==> config.mk <==
export PLATFORM = sky130hd
export DESIGN_NAME = pool_window_sched
export DESIGN_NICKNAME = d
export VERILOG_FILES = /design/src/rtl/pool_window_sched.sv
export SDC_FILE = /design/constraint.sdc
export NUM_CORES = 1
export LEC_CHECK = 0
export ABC_AREA = 1
export CAP_MARGIN = 10
export CELL_PAD_IN_SITES_DETAIL_PLACEMENT = 1
export CELL_PAD_IN_SITES_GLOBAL_PLACEMENT = 1
export CORE_MARGIN = 1
export CORE_UTILIZATION = 42
export DETAILED_ROUTE_END_ITERATION = 10
export GPL_ROUTABILITY_DRIVEN = 0
export HOLD_SLACK_MARGIN = 0.12
export MAX_ROUTING_LAYER = met4
export PLACE_DENSITY_LB_ADDON = 0.1
export SETUP_SLACK_MARGIN = 0.4
export SYNTH_ARGS = -nofsm -noshare
export SYNTH_HDL_FRONTEND = slang
export SYNTH_SLANG_ARGS = --single-unit
==> constraint.sdc <==
create_clock -name clk -period 2.1 [get_ports clk]
set_input_delay 0.63 -clock clk [delete_from_list [all_inputs] [get_ports clk]]
set_output_delay 0.63 -clock clk [all_outputs]
set_load 0.03 [all_outputs]
==> src/rtl/pool_window_sched.sv <==
// 2x2 max-pool window scheduler: walks a two-port input-map read pattern per group,
// aligns datapath control and output writes, and handshakes with neighbouring layers.
module pool_window_sched #(
   parameter int unsigned IFM_SIZE        = 10,
   parameter int unsigned IFM_DEPTH       = 16,
   parameter int unsigned NUMBER_OF_UNITS = 3,
   localparam int unsigned OUT_SIZE = IFM_SIZE / 2,
   localparam int unsigned GROUPS   = (IFM_DEPTH + NUMBER_OF_UNITS - 1) / NUMBER_OF_UNITS,
   localparam int unsigned AW       = $clog2(IFM_SIZE * IFM_SIZE),
   localparam int unsigned OAW      = $clog2(OUT_SIZE * OUT_SIZE),
   localparam int unsigned SW       = $clog2(IFM_DEPTH / NUMBER_OF_UNITS + 1)
) (
   input  logic           clk,
   input  logic           reset,
   input  logic           start_from_previous,
   input  logic           conv_ready,
   input  logic           end_from_next,
   output logic           end_to_previous,
   output logic           rd_en_a,
   output logic           rd_en_b,
   output logic [AW-1:0]  rd_addr_a,
   output logic [AW-1:0]  rd_addr_b,
   output logic           win_first,
   output logic           win_last,
   output logic           wr_en_next,
   output logic [OAW-1:0] wr_addr_next,
   output logic [SW-1:0]  ifm_sel_next,
   output logic           start_to_next,
   output logic           busy
);

   localparam int unsigned CW = (OUT_SIZE > 1) ? $clog2(OUT_SIZE) : 1;

   typedef enum logic [2:0] {S_IDLE, S_WAIT, S_RUN, S_DRAIN, S_DONE} state_t;

   state_t         state_q, state_d;
   logic [CW-1:0]  r_q, r_d, c_q, c_d;
   logic           ph_q, ph_d;
   logic [SW-1:0]  g_q, g_d;
   logic           adv_q, adv_d;
   logic           pend_q, pend_d;
   logic           nb_q, nb_d;
   logic [1:0]     dcnt_q, dcnt_d;
   logic           issue_c;
   logic [AW-1:0]  addr_a_c, addr_b_c;
   logic [OAW-1:0] oaddr_c;

   logic           rd_en_q, rd_first_q, wf_q, wl_q, wr_q, stn_q, busy_q;
   logic [AW-1:0]  rda_q, rdb_q;
   logic [OAW-1:0] oa_q, oa2_q, wra_q;

   // window corner addresses for the current (r, c, phase)
   always_comb begin
      addr_a_c = AW'(32'(r_q) * (2 * IFM_SIZE) + 32'(c_q) * 2 + 32'(ph_q));
      addr_b_c = AW'(32'(r_q) * (2 * IFM_SIZE) + IFM_SIZE + 32'(c_q) * 2 + 32'(ph_q));
      oaddr_c  = OAW'(32'(r_q) * OUT_SIZE + 32'(c_q));
   end

   // next-state and issue decision
   always_comb begin
      state_d = state_q;
      r_d     = r_q;
      c_d     = c_q;
      ph_d    = ph_q;
      g_d     = g_q;
      adv_d   = 1'b0;
      pend_d  = pend_q;
      nb_d    = nb_q;
      dcnt_d  = dcnt_q;
      issue_c = 1'b0;

      // set wins over a simultaneous clear
      if (state_q == S_DONE) begin
         nb_d = 1'b1;
      end else if (end_from_next) begin
         nb_d = 1'b0;
      end

      if (start_from_previous && (state_q != S_IDLE)) begin
         pend_d = 1'b1;
      end

      case (state_q)
         S_IDLE: begin
            if (start_from_previous || pend_q) begin
               state_d = S_WAIT;
               pend_d  = 1'b0;
            end
         end
         S_WAIT: begin
            if (conv_ready && !nb_q) begin
               state_d = S_RUN;
            end
         end
         S_RUN: begin
            if (adv_q) begin
               g_d = g_q + SW'(1);
            end else if (ph_q) begin
               issue_c = 1'b1;
               ph_d    = 1'b0;
               if (c_q == CW'(OUT_SIZE - 1)) begin
                  c_d = '0;
                  if (r_q == CW'(OUT_SIZE - 1)) begin
                     r_d = '0;
                     if (g_q == SW'(GROUPS - 1)) begin
                        state_d = S_DRAIN;
                        dcnt_d  = '0;
                     end else begin
                        adv_d = 1'b1;
                     end
                  end else begin
                     r_d = r_q + CW'(1);
                  end
               end else begin
                  c_d = c_q + CW'(1);
               end
            end else if ((r_q != '0) || (c_q != '0) || conv_ready) begin
               issue_c = 1'b1;
               ph_d    = 1'b1;
            end
         end
         S_DRAIN: begin
            dcnt_d = dcnt_q + 2'd1;
            if (dcnt_q == 2'd2) begin
               state_d = S_DONE;
               g_d     = '0;
            end
         end
         S_DONE: begin
            state_d = S_IDLE;
         end
         default: begin
            state_d = S_IDLE;
         end
      endcase
   end

   // state, counters and the registered read/datapath/write pipeline
   always_ff @(posedge clk or negedge reset) begin
      if (!reset) begin
         state_q    <= S_IDLE;
         r_q        <= '0;
         c_q        <= '0;
         ph_q       <= 1'b0;
         g_q        <= '0;
         adv_q      <= 1'b0;
         pend_q     <= 1'b0;
         nb_q       <= 1'b0;
         dcnt_q     <= '0;
         rd_en_q    <= 1'b0;
         rda_q      <= '0;
         rdb_q      <= '0;
         rd_first_q <= 1'b0;
         wf_q       <= 1'b0;
         wl_q       <= 1'b0;
         oa_q       <= '0;
         oa2_q      <= '0;
         wr_q       <= 1'b0;
         wra_q      <= '0;
         stn_q      <= 1'b0;
         busy_q     <= 1'b0;
      end else begin
         state_q    <= state_d;
         r_q        <= r_d;
         c_q        <= c_d;
         ph_q       <= ph_d;
         g_q        <= g_d;
         adv_q      <= adv_d;
         pend_q     <= pend_d;
         nb_q       <= nb_d;
         dcnt_q     <= dcnt_d;
         rd_en_q    <= issue_c;
         rda_q      <= issue_c ? addr_a_c : '0;
         rdb_q      <= issue_c ? addr_b_c : '0;
         rd_first_q <= issue_c & ~ph_q;
         wf_q       <= rd_en_q & rd_first_q;
         wl_q       <= rd_en_q & ~rd_first_q;
         if (issue_c && ph_q) begin
            oa_q <= oaddr_c;
         end
         oa2_q      <= oa_q;
         wr_q       <= wl_q;
         wra_q      <= wl_q ? oa2_q : '0;
         stn_q      <= (state_d == S_DONE);
         busy_q     <= (state_d != S_IDLE);
      end
   end

   assign rd_en_a         = rd_en_q;
   assign rd_en_b         = rd_en_q;
   assign rd_addr_a       = rda_q;
   assign rd_addr_b       = rdb_q;
   assign win_first       = wf_q;
   assign win_last        = wl_q;
   assign wr_en_next      = wr_q;
   assign wr_addr_next    = wra_q;
   assign ifm_sel_next    = g_q;
   assign start_to_next   = stn_q;
   assign end_to_previous = stn_q;
   assign busy            = busy_q;

endmodule

### Word-level counts from Yosys, hierarchy flattened

Index checks and enable logic that the tools add are counted.

* add/sub/neg operators: 10
* multiply operators: 2
* equal/unequal tests: 16
* mux-type cells: 39
* bitwise operators: 6
* reduce and logical (&&, ||, !) cells: 19

Operators by type and width (number)
* 2-to-1 mux 3 bit: 12
* 2-to-1 mux 1 bit: 16
* equality test 3 bit (second input constant): 5
* adder 7 x 1 -> 7 bit: 2
* adder 7 x 4 -> 7 bit: 2
* 2-to-1 mux 7 bit: 2
* != test 2 bit (second input constant): 7
* one-hot mux 3 bit (4 select lines): 1
* nonzero test 3 bit: 4
* multiplier 3 x 3 -> 5 bit (second input constant): 2
* 2-to-1 mux 2 bit: 5
* adder 3 x 1 -> 3 bit (second input constant): 3
* adder 7 x 4 -> 7 bit (second input constant): 1
* equality test 3 x 2 -> 1 bit (second input constant): 2
* one-hot mux 3 bit (2 select lines): 1
* AND reduction 3 bit: 2
* AND reduction 6 bit: 1
* adder 5 x 3 -> 5 bit: 1
* 2-to-1 mux 5 bit: 1
* one-hot mux 2 bit (2 select lines): 1
* AND reduction 4 bit: 1
* nonzero test 2 bit: 2
* AND 1 bit: 3
* equality test 3 x 1 -> 1 bit (second input constant): 1
* 8 further kinds: 14

* register bits: 54

### Logic depth before layout (Yosys ltp)

* depth in word-level cells: 8
* mapped depth: 10

### Worst setup path after synthesis

OpenSTA, ideal clock, no wires.

* path type: reg2reg
* start: register r_q[0]
* end: register oa_q[3]
* library setup time: 0.083 ns
* data arrival time: 1.782 ns
* slack: 0.235 ns
* cell stages (with the launch flop): 6
* path buffers: 0
* period minus slack after synthesis: 1.865 ns
* cell sequence: dfrtp_1 ha_1 ha_1 fa_1 xnor2_1 o21ai_0

* cells in the longest elaborated chain, start to end: 8
* elaborated cells between the ends (all ways): 10
* those cells by class: add/sub (1); mul (1); mux (4); reduce/logical (4)

RTL lines
* from (decl): RTL line 37 `logic [CW-1:0] r_q, r_d, c_q, c_d;`
* from (signal assigned): RTL line 164 `r_q <= r_d;`
* parallel branches: the longest is 8 deep, another holds multiplier 3 x 3 -> 5 bit
* to (signal assigned): RTL line 179 `oa_q <= oaddr_c;`
* to (decl): RTL line 50 `logic [OAW-1:0] oa_q, oa2_q, wra_q;`

Parallel ways; which one is timed is not known.
A chain may end at the register's enable or synchronous reset.

### Worst setup path in the final report

* start: register r_q[0]
* end: register rdb_q[6], in the netlist rd_addr_b[6]

* cells in the longest elaborated chain, start to end: 8
* elaborated cells between the ends (all ways): 12
* those cells by class: add/sub (3); mul (1); mux (5); reduce/logical (3)

RTL lines
* parallel branches: the longest is 7 deep, another holds adder 7 x 4 -> 7 bit
* 2-to-1 mux 7 bit *: RTL line 174 `rdb_q <= issue_c ? addr_b_c : '0;`
* to (signal assigned): RTL line 174
* to (decl): RTL line 49 `logic [AW-1:0] rda_q, rdb_q;`

Mark *: on every way between the ends.

==> metrics <==
Core ar. 5640 um^2; fin area 3300 um^2; Max H-tree Level 2; post-synthesis instance total 253; fin util 58.5%; final wirelength 6.16 mm; vias per cell 5.02; Post-synth EDFFs 0; HP Class primary input to async pin; Final period util 85.5%; Iteration-0 DRC Markers 80; TritonCTS buffer count 5; most common cell in the netlist dfrtp_1; Power Density 1590 nW/um^2; Fin Setup TNS 0 ns; initial antenna violation count 0; synthesized area per cell 9.94 um^2; Sinks on Clock Net 53; global route overflow 0; Worst EP required 2.36 ns; clock slew at reported path FFs 0.10 ns; met3 Track Usage GR 3.56%; die height 79.4 um; Final Critical Period 1.79 ns; GRT busiest layer met2; layout cells sized above 1 26.5%; Async SR Flop Fraction 100%; final slew viol count 0; met1 Use GR 27.9%; Total GRT Usage 22.5%; Longest Clk Path Bufs 2; die width 79.4 um; DR vias 1899; die area 6300 um^2; Mapped Area 2510 um^2; Synth warnings 0; RSZ-0062 raised after global routing true; routed len/inst 16.3 um; I/O Pins 35; post-synth cell types 27; Final setup viols 0; Port Buf Inserts 34; Crit path arrival time 2.05 ns; M2 GR Usage 37.4%; DR pass1 iterations 5; Final ANT Viol Nets 0; Fillers 623; Site Rows 27; TritonCTS clock tree yes; antenna diode count 0; Synth Net Count 282; DRC 0; clk_lat worst skew 0.32 ns; FMAX 0.557 GHz; Worst VDD drop 778 uV; main flop type after synthesis dfrtp_1; top post-synthesis cells by area dfrtp_1, ha_1, nand2_1; final hold vios 0; sequential area share after synthesis 52.8%; first-pass GRT wire length 10.2 mm; Initial Utilization 44.6%; Critical Path Sink Type flip-flop; normalized max-slew margin 77.6%; Yosys top cell by area dfrtp_1; status completed; Max Cap Viol 0; Worst-Margin Slew 0.335 ns; Critical Path Source Type flip-flop; pin count of the biggest net entering global routing 54; vias in the first global route 2024; Final nets 334; CTS Root Cell clkbuf_8; FF+latch count, synth 53; area of placed instances 3010 um^2; maximum fanout along the worst path 4; Worst Skew 0.00911 ns; Layout area overhead 31.2%; Yosys top cell area share 52.8%; hpwl dp 3.99 mm; critical setup path kind flip-flop to flip-flop; list of most frequent post-synthesis cells dfrtp_1, nand2_1, inv_1; static leakage 1.74 nW
worst paths after layout:
kind	from	end	slack, ns	cells after the start
worst max-delay path	r_q[0]	rd_addr_b[6]	0.31	9
worst min-delay path	reset	oa_q[2]	0.30	2
worst max register to register	r_q[0]	rd_addr_b[6]	0.31	9
worst min register to register	oa_q[3]	oa2_q[3]	0.39	0
max in group asynchronous	reset	c_q[2]	1.55	2
min in group clk	oa_q[3]	oa2_q[3]	0.39	0
sequential cells by signal, summed over array words and instances, names as in the netlist:
name	flops
rd_addr_b	7
rd_addr_a	6
oa2_q	5
oa_q	5
wr_addr_next	5
c_q	3
ifm_sel_next	3
r_q	3
state_q	3
dcnt_q	2
adv_q	1
busy	1
end_to_previous	1
nb_q	1
pend_q	1
ph_q	1
rd_en_a	1
rd_first_q	1
win_first	1
win_last	1
wr_en_next	1
per-layer routing:
layer	vias to the layer above	share of wire, %	routed length, um
met3	10	3.3	201
li1	884	-	-
met5	-	0	0
met2	49	52	3180
met1	956	43	2670
met4	0	1.8	110
per-stage QoR:
step	instances	hold slack [ns]	setup WS, ns	total power [mW]
final	378	0.296	0.305	5.25
after global routing	378	0.308	0.231	5.65
after CTS	375	0.304	0.271	5.05
after detailed placement	359	0.362	0.201	4.16
after global placement	359	0.359	0.260	4.03
after floorplan	253	0.334	0.384	3.32
cell families (layout without fill, tap and decap cells):
group	after synthesis	count (layout)	share of synthesized area, %
buf+inv	45	98	7.57
compound gates	18	18	3.88
flops	53	53	52.8
fa+ha+maj	24	24	12.8
simple gates	103	103	19.5
xor+xnor	10	10	3.48
worst max-delay path, stage by stage (launching register included):
cell and delay, ns:
dfrtp_2 0.48, ha_4 0.30, ha_4 0.13, inv_2 0.04, fa_2 0.34, o21ai_2 0.16, nand2_1 0.08, nand2_1 0.07
nand2_1 0.06, nor2_1 0.08
power by group:
group / leakage, nW / internal [mW] / switching, mW
Sequential: 0.690 / 1.37 / 0.243
Clock: 0.0543 / 0.357 / 0.365
Combinational: 0.995 / 1.20 / 1.72
Total: 1.74 / 2.92 / 2.33
layout make-up:
cell class / instances / area (um^2) / share of cell area, %
Clock buffer: 5 / 68.8 / 2.09
Multi-Input combinational cell: 155 / 1170 / 35.4
Clock inverter: 3 / 46.3 / 1.40
Sequential cell: 53 / 1330 / 40.4
Inverter: 41 / 159 / 4.82
Timing Repair Buffer: 49 / 434 / 13.2
Tap cell: 72 / 90.1 / 2.73
cell usage in the layout, fill, tap and decap left out, drive strengths merged, types with 2 or more instances in the layout:
cell and instances:
nand2 53, dfrtp 53, inv 41, nor2 28, ha 21, buf 19
clkdlybuf4s15 17, nand3 15, o21ai 9, clkbuf 9, xor2 8, a21oi 7
dlygate4sd2 6, nand4 4, clkdlybuf4s50 3, fa 3, xnor2 2, nor3 2
repair_timing:
item / CTS / global route
hold endpoints to repair: 0 / 0
endpoints found under the setup margin: 38 / 36
pin swaps: 8 / 12
hold buffers: 0 / 0
setup buffers: 8 / 3
resized for setup: 58 / 36
Power figures use the tool's default switching activity.
